File: src/rtl/decoder_rr_arbiter.sv
// Round-robin arbiter that shares one 3-to-8 decoder between 8 requesters.
// A grant is held while its request stays high. Every release is followed
// by DEAD_CYCLES clocks with the decoder disabled, so two decoder outputs
// are never active back to back. All outputs are registered.
//
// Optional feature macro: ARB_TIMEOUT_EN
//   defined   : a grant held for MAX_HOLD cycles is forcibly released and
//               oTimeout pulses for one cycle
//   undefined : grants are held indefinitely, oTimeout is constant 0
//
// state | meaning
// ------+----------------------------------------------------------------
// IDLE  | decoder disabled, scanning iReq from ptr+1 for the next winner
// GRANT | decoder enabled on oSel, held while iReq[oSel] stays high
// DEAD  | decoder disabled for DEAD_CYCLES clocks, requests not sampled

module decoder_rr_arbiter #(
   parameter int DEAD_CYCLES = 1,
   parameter int MAX_HOLD    = 16
) (
   input  logic       iClk,
   input  logic       iRst,
   input  logic [7:0] iReq,
   output logic [2:0] oSel,
   output logic [1:0] oEna,
   output logic [7:0] oGrant,
   output logic       oBusy,
   output logic       oTimeout
);

   typedef enum logic [1:0] {
      IDLE  = 2'd0,
      GRANT = 2'd1,
      DEAD  = 2'd2
   } arbStateT;

   localparam logic [1:0] EnaOn    = 2'b10;
   localparam logic [1:0] EnaOff   = 2'b00;
   localparam logic [3:0] DeadLoad = 4'(DEAD_CYCLES - 1);

   // Out-of-range parameters stop elaboration rather than build a broken timer.
   if (DEAD_CYCLES < 1 || DEAD_CYCLES > 15) begin : gBadDeadCycles
      $error("decoder_rr_arbiter: DEAD_CYCLES must be 1..15");
   end
   if (MAX_HOLD < 1 || MAX_HOLD > 255) begin : gBadMaxHold
      $error("decoder_rr_arbiter: MAX_HOLD must be 1..255");
   end

   arbStateT   state;
   arbStateT   stateNxt;
   logic [2:0] ptr;
   logic [2:0] ptrNxt;
   logic [3:0] deadCnt;
   logic [3:0] deadCntNxt;
   logic [2:0] selNxt;
   logic [1:0] enaNxt;
   logic [7:0] grantNxt;
   logic       busyNxt;
   logic       timeoutNxt;
   logic [2:0] winner;
   logic [2:0] scanIdx;

`ifdef ARB_TIMEOUT_EN
   localparam logic [7:0] HoldLast = 8'(MAX_HOLD - 1);

   logic [7:0] holdCnt;
   logic [7:0] holdCntNxt;
`endif

   // Winner scan: ptr+1 has top priority, ptr itself is checked last so a
   // lone re-requesting holder is still served after its dead time.
   always_comb begin
      winner  = ptr;
      scanIdx = ptr;
      for (int i = 8; i >= 1; i--) begin
         scanIdx = ptr + 3'(i);
         if (iReq[scanIdx]) begin
            winner = scanIdx;
         end
      end
   end

   // Next-state and next-output decode; every register holds by default.
   always_comb begin
      stateNxt   = state;
      ptrNxt     = ptr;
      deadCntNxt = deadCnt;
      selNxt     = oSel;
      enaNxt     = oEna;
      grantNxt   = oGrant;
      busyNxt    = oBusy;
      timeoutNxt = 1'b0;
`ifdef ARB_TIMEOUT_EN
      holdCntNxt = holdCnt;
`endif

      case (state)
         IDLE: begin
            if (|iReq) begin
               stateNxt = GRANT;
               selNxt   = winner;
               grantNxt = 8'd1 << winner;
               enaNxt   = EnaOn;
               busyNxt  = 1'b1;
`ifdef ARB_TIMEOUT_EN
               holdCntNxt = 8'd0;
`endif
            end
         end

         GRANT: begin
            if (!iReq[oSel]) begin
               stateNxt   = DEAD;
               ptrNxt     = oSel;
               grantNxt   = 8'h00;
               enaNxt     = EnaOff;
               busyNxt    = 1'b0;
               deadCntNxt = DeadLoad;
`ifdef ARB_TIMEOUT_EN
            end else if (holdCnt == HoldLast) begin
               // Forced release; a voluntary release above wins on the same edge.
               stateNxt   = DEAD;
               ptrNxt     = oSel;
               grantNxt   = 8'h00;
               enaNxt     = EnaOff;
               busyNxt    = 1'b0;
               deadCntNxt = DeadLoad;
               timeoutNxt = 1'b1;
            end else begin
               holdCntNxt = holdCnt + 8'd1;
`endif
            end
         end

         DEAD: begin
            if (deadCnt == 4'd0) begin
               stateNxt = IDLE;
            end else begin
               deadCntNxt = deadCnt - 4'd1;
            end
         end

         default: begin
            stateNxt = IDLE;
            grantNxt = 8'h00;
            enaNxt   = EnaOff;
            busyNxt  = 1'b0;
         end
      endcase
   end

   // State, pointer, timers and registered outputs; reset overrides everything.
   always_ff @(posedge iClk) begin
      if (iRst) begin
         state    <= IDLE;
         ptr      <= 3'd7;
         deadCnt  <= 4'd0;
         oSel     <= 3'd0;
         oEna     <= EnaOff;
         oGrant   <= 8'h00;
         oBusy    <= 1'b0;
         oTimeout <= 1'b0;
      end else begin
         state    <= stateNxt;
         ptr      <= ptrNxt;
         deadCnt  <= deadCntNxt;
         oSel     <= selNxt;
         oEna     <= enaNxt;
         oGrant   <= grantNxt;
         oBusy    <= busyNxt;
         oTimeout <= timeoutNxt;
      end
   end

`ifdef ARB_TIMEOUT_EN
   // Hold counter: cleared on each new grant, advanced once per GRANT cycle.
   always_ff @(posedge iClk) begin
      if (iRst) begin
         holdCnt <= 8'd0;
      end else begin
         holdCnt <= holdCntNxt;
      end
   end
`endif

endmodule
File: config.mk
export PLATFORM = sky130hd
export DESIGN_NAME = decoder_rr_arbiter
export DESIGN_NICKNAME = d
export VERILOG_FILES = /design/src/rtl/decoder_rr_arbiter.sv
export SDC_FILE = /design/constraint.sdc
export NUM_CORES = 1
export LEC_CHECK = 0
export ABC_AREA = 1
export CAP_MARGIN = 5
export CORE_AREA = 5 5 65 67
export DETAILED_ROUTE_END_ITERATION = 12
export DIE_AREA = 0 0 70 72
export PLACE_DENSITY = 0.7
export SYNTH_ARGS = -nofsm -noshare
export SYNTH_HDL_FRONTEND = slang
export SYNTH_SLANG_ARGS = --single-unit
File: constraint.sdc
create_clock -name iClk -period 2.2 [get_ports iClk]
set_clock_uncertainty 0.1 [all_clocks]
set_input_delay 0.55 -clock iClk [delete_from_list [all_inputs] [get_ports iClk]]
set_output_delay 0.55 -clock iClk [all_outputs]
set_load 0.01 [all_outputs]
Word-level counts from Yosys, hierarchy flattened. Index checks and enable logic that the tools add are counted. W data, S select, Z words.

Bitwise gates (word level): 2. Reduce and logical (&&, ||, !) cells: 9. Equality and inequality tests: 6. Shifts and indexed selects: 1. Multiplexer cells: 39. Add/subtract/negate cells: 8. $lt $le $gt $ge: 8.

Operators with widths (number): $lt A3 B4 Y1 const B (8); $bmux W1 S3 (8); $pmux W8 S3 (1); $mux W3 (7); $mux W8 (2); $add A3 B3 Y3 const B (4); $pmux W2 S3 (2); $mux W1 (10); $mux W2 (5); $reduce_and A3 Y1 (3); $mux W4 (2); $ne A2 B2 Y1 const B (4); $pmux W4 S2 (1); $reduce_or A8 Y1 (1); $shl A1 B3 Y8 const A (1); $add A3 B2 Y3 const B (2); $logic_not A4 Y1 (1); $reduce_and A2 Y1 (2); $sub A4 B1 Y4 const B (1); $add A3 B1 Y3 const B (1); $pmux W1 S3 (1); $eq A2 B1 Y1 const B (1); $eq A2 B2 Y1 const B (1); $logic_not A2 Y1 (1); 2 further kinds (3).

Input port bits: 10. Output and inout bits: 15. Register bits after elaboration: 23.

Depth between registers and ports, before layout.
Depth after elaboration: 13. Mapped depth: 23. Depth with buffers taken out: 21.

Worst setup path after synthesis. Ideal clock, no wire load.

Kind: flip-flop to flip-flop. From: register ptr[0]. To: register oGrant[5]. Setup time: 0.129 ns. Cell stages (with the launch flop): 22. Data required time: 1.971 ns. Path slack: -0.145 ns. Buffers on the path: 3. Arrival time: 2.116 ns. Cells stage by stage: dfxtp_1 > buf_6 > inv_4 > buf_6 > ha_1 > buf_2 > inv_1 > nand3_1 > nand3_1 > nand2_1 > nand2_1 > nand2_1 > nand2_1 > nand2_1 > nand2_1 > nand3_1 > nand2_4 > inv_2 > nand2_1 > nor2_1 > nor2_1 > nor2_1.

Word-level cells in the longest chain between the ends: 13. Elaborated cells on any way between the ends: 31. Classes of those cells: add/sub: 7; shift: 1; mux: 23.

Ends and longest elaborated chain: start: declaration (line 51) `logic [2:0] ptr;`; start signal: assignment (line 165) `ptr <= ptrNxt;`; $add A3 B3 Y3 (line 76) `scanIdx = ptr + 3'(i);`; $bmux W1 S3 (line 77) `if (iReq[scanIdx]) begin`; $mux W1 (implied by the code) (line 77); $mux W3 (6 in a row) (line 77); $mux W3 (*) (line 77); $shl A1 B3 Y8 (*) (line 102) `grantNxt = 8'd1 << winner;`; $mux W8 (*) (line 99) `if (|iReq) begin`; $pmux W8 S3 (*) (line 97) `case (state)`; end signal: assignment (line 169) `oGrant <= grantNxt;`; end: declaration (line 26) `output logic [7:0] oGrant,`.

Every way passes the cells marked *; elsewhere a longest branch is shown, timed or not. The select of a mux whose other input is x is not followed. A chain may end at the register's enable or synchronous reset.

Worst setup path after layout.
From: register oSel[0]. To: output oSel[0].

RTL lines: start: declaration (line 24) `output logic [2:0] oSel,`; start signal: assignment (line 167) `oSel <= selNxt;`.

No word-level cell between the ends.

==> metrics.cfg <==
[worst_setup_path]
worst_setup_path_end_kind=primary output
critical_path_class=flip-flop to primary output
timing.critical_path.from=oSel[0]$_SDFFE_PP0P_
reg2regPathDepth=18
regToRegStartpoint=ptr[0]$_SDFFE_PP1P_
crit_arrival_ns=1.46
cp.required_ns=1.55
critPathSlowestCell=clkdlybuf4s50_1
cp_max_fo=11
path_delay_family=buffers and inverters
max_stage_delay_ns=0.61
path_buf_inv=1
path_cells=clkdlybuf4s50_1
endpoint=oSel[0]
r2r_slack_ns=0.10
start_kind=flip-flop
cp_num_cells=1
r2r-end=oGrant[2]$_SDFFE_PP0P_

[route]
via_per_inst=4.813
route.detailed.drc=0
wl_mm=4.150
dr.pass1.iters=4
vias=1752
wl_per_cell_um=11.40
antenna_left=0
drtIter0Drc=58

[layout]
nFillCells=317
fin_util_pct=65.52
area_growth_pct=44.93
finalNonFillerCells=364
nNetsFinal=330
diodes=0
drive_gt1_share_pct=36.08

[timing]
drv_slew=0
fmax_ghz=0.4733
fin_crit_ns=2.113
fin_tns_setup_ns=0
grt_setup_unrepaired=yes
period_share_pct=96.03
setup_viol=0
hold_viol_final=0
hold_slack_ns=0.3771

[yosys]
yosysSeqAreaShare_pct=25.99
async_reset_ff_share_pct=0
syn_area_per_cell_um2=6.128
netlist_area_mm2=0.001618
synth_seq_cells=21
yosys_warnings=0
synth-edff-count=0
synthCells=264
ys_types=33
yosys_most_used_dff=dfxtp_1

[die]
core_area_mm2=0.003578
die_y_um=72
die_area_mm2=0.005040
row_count=22
initial_utilization_pct=45.21
die_width_um=70
ioPinCount=25

[global_routing]
grt-ovfl-total=0
grt_max_degree=13
grt_pass1_vias=1610
grt_usage_pct=15.89
grt_pass1_wl_mm=6.741
antenna_found_initial=0

[cts]
clockBufferDepth=2
cts.sinks=21
clk_pin_slew_ns=0.11
clk_latency_ns=0.30
hold_buffers=0
cts_buffers=3
cts-root-buf=clkbuf_4
cts_max_level=1
cts_tree=done

[run]
drv_cap=0

[placement]
place.gp.congestion=0.8236
placedCellCount=355
hpwl_mm=3.186
portBuffers=22

[hold_path]
hp-class=flip-flop to flip-flop

[run_status]
status=finished clean

==> how the worst min path moves through the flow <==
stage | start | endpoint | slack [ns] | depth (start not counted)
after floorplan | deadCnt[1]$_SDFFE_PP0P_ | deadCnt[1]$_SDFFE_PP0P_ | 0.36 | 2
after detailed placement | oGrant[3]$_SDFFE_PP0P_ | oGrant[3]$_SDFFE_PP0P_ | 0.36 | 2
after global placement | oGrant[1]$_SDFFE_PP0P_ | oGrant[1]$_SDFFE_PP0P_ | 0.35 | 2
after global routing | oGrant[0]$_SDFFE_PP0P_ | oGrant[0]$_SDFFE_PP0P_ | 0.40 | 2
final | oGrant[2]$_SDFFE_PP0P_ | oGrant[2]$_SDFFE_PP0P_ | 0.38 | 2
after CTS | oGrant[3]$_SDFFE_PP0P_ | oGrant[3]$_SDFFE_PP0P_ | 0.38 | 2
==> synth_stat cells, types with 2 or more instances <==
library cell	n	share of area, %
a21oi_1	18	5.6
a21oi_2	3	1.6
and2_1	2	0.77
buf_2	2	0.62
buf_4	4	1.9
buf_6	2	1.4
dfxtp_1	21	26
ha_1	3	2.3
inv_1	33	7.7
inv_2	6	1.4
nand2_1	70	16
nand2_2	9	3.5
nand2_4	2	1.4
nand3_1	26	8.0
nand3_2	5	3.1
nor2_1	25	5.8
nor2_2	2	0.77
nor3_1	2	0.62
nor3b_1	2	0.93
nor4_1	2	0.77
o211ai_1	4	1.9
o21ai_0	9	2.8
o21ai_1	2	0.62
==> flip-flops by register name, indices dropped and copies added (netlist names) <==
| register | cells |
|---|---|
| state | 2 |
| deadCnt | 4 |
| oSel | 3 |
| oGrant | 8 |
| ptr | 3 |
| oEna | 1 |
==> through the flow <==
stage,worst slack [ns],cell area [µm²]
final,0.08733,2345
after global routing,-0.04502,2345
after CTS,0.02895,2166
after detailed placement,-0.4137,2103
after global placement,-0.3747,2103
after floorplan,0.01507,1678
==> layout make-up <==
class,count,area [µm²],area share (%)
well taps,48,60.06,2.561
inverters,40,157.7,6.724
clock inverters,1,5.005,0.2134
clock buffers,3,22.52,0.9605
repair buffers,56,469.2,20.01
multi-input cells,195,1201,51.23
flip-flops and latches,21,429.2,18.30
==> cells in the final DEF (no fill, tap or decap), drive strengths merged <==
cell type       n
nor4            2
xor2            1
or2             1
dlygate4sd2     8
nand3          31
and2            3
dfxtp          21
inv            40
buf            34
o21ai          11
a21oi          21
clkbuf          3
nor3b           2
conb            2
a31oi           1
o311ai          1
nand2          81
ha              3
clkinv          1
o211ai          4
nor2           28
clkdlybuf4s50  14
nor3            3
==> per-layer routing <==
metal	track usage (%)	up-vias	share of wire, %	wire [µm]
li1	-	943	-	-
met1	19.41	781	45	1854
met2	29.07	22	51	2132
met3	2.078	6	2.3	96
met4	4.894	0	1.6	68
met5	0	-	0	0
==> kinds of logic after synthesis <==
| family | after synthesis | share of synthesized area (%) |
|---|---|---|
| AO/OA/AOI/OAI | 38 | 13.38 |
| XOR/XNOR | 1 | 0.5415 |
| adder cells (fa/ha/maj) | 3 | 2.320 |
| buffers and inverters | 49 | 13.53 |
| flip-flops | 21 | 25.99 |
| other | 1 | 0.2318 |
| AND/OR/NAND/NOR | 151 | 44.01 |
==> timing repair <==
item | 4_1_cts | 5_1_grt
gates resized for setup | 17 | 38
setup endpoints to repair | 8 | 10
pin swaps | 6 | 17
buffers inserted | 1 | 4
Power is left out: the tool's default activity adds up to more than one toggle a clock period on the data nets, which glitch-free logic cannot reach.
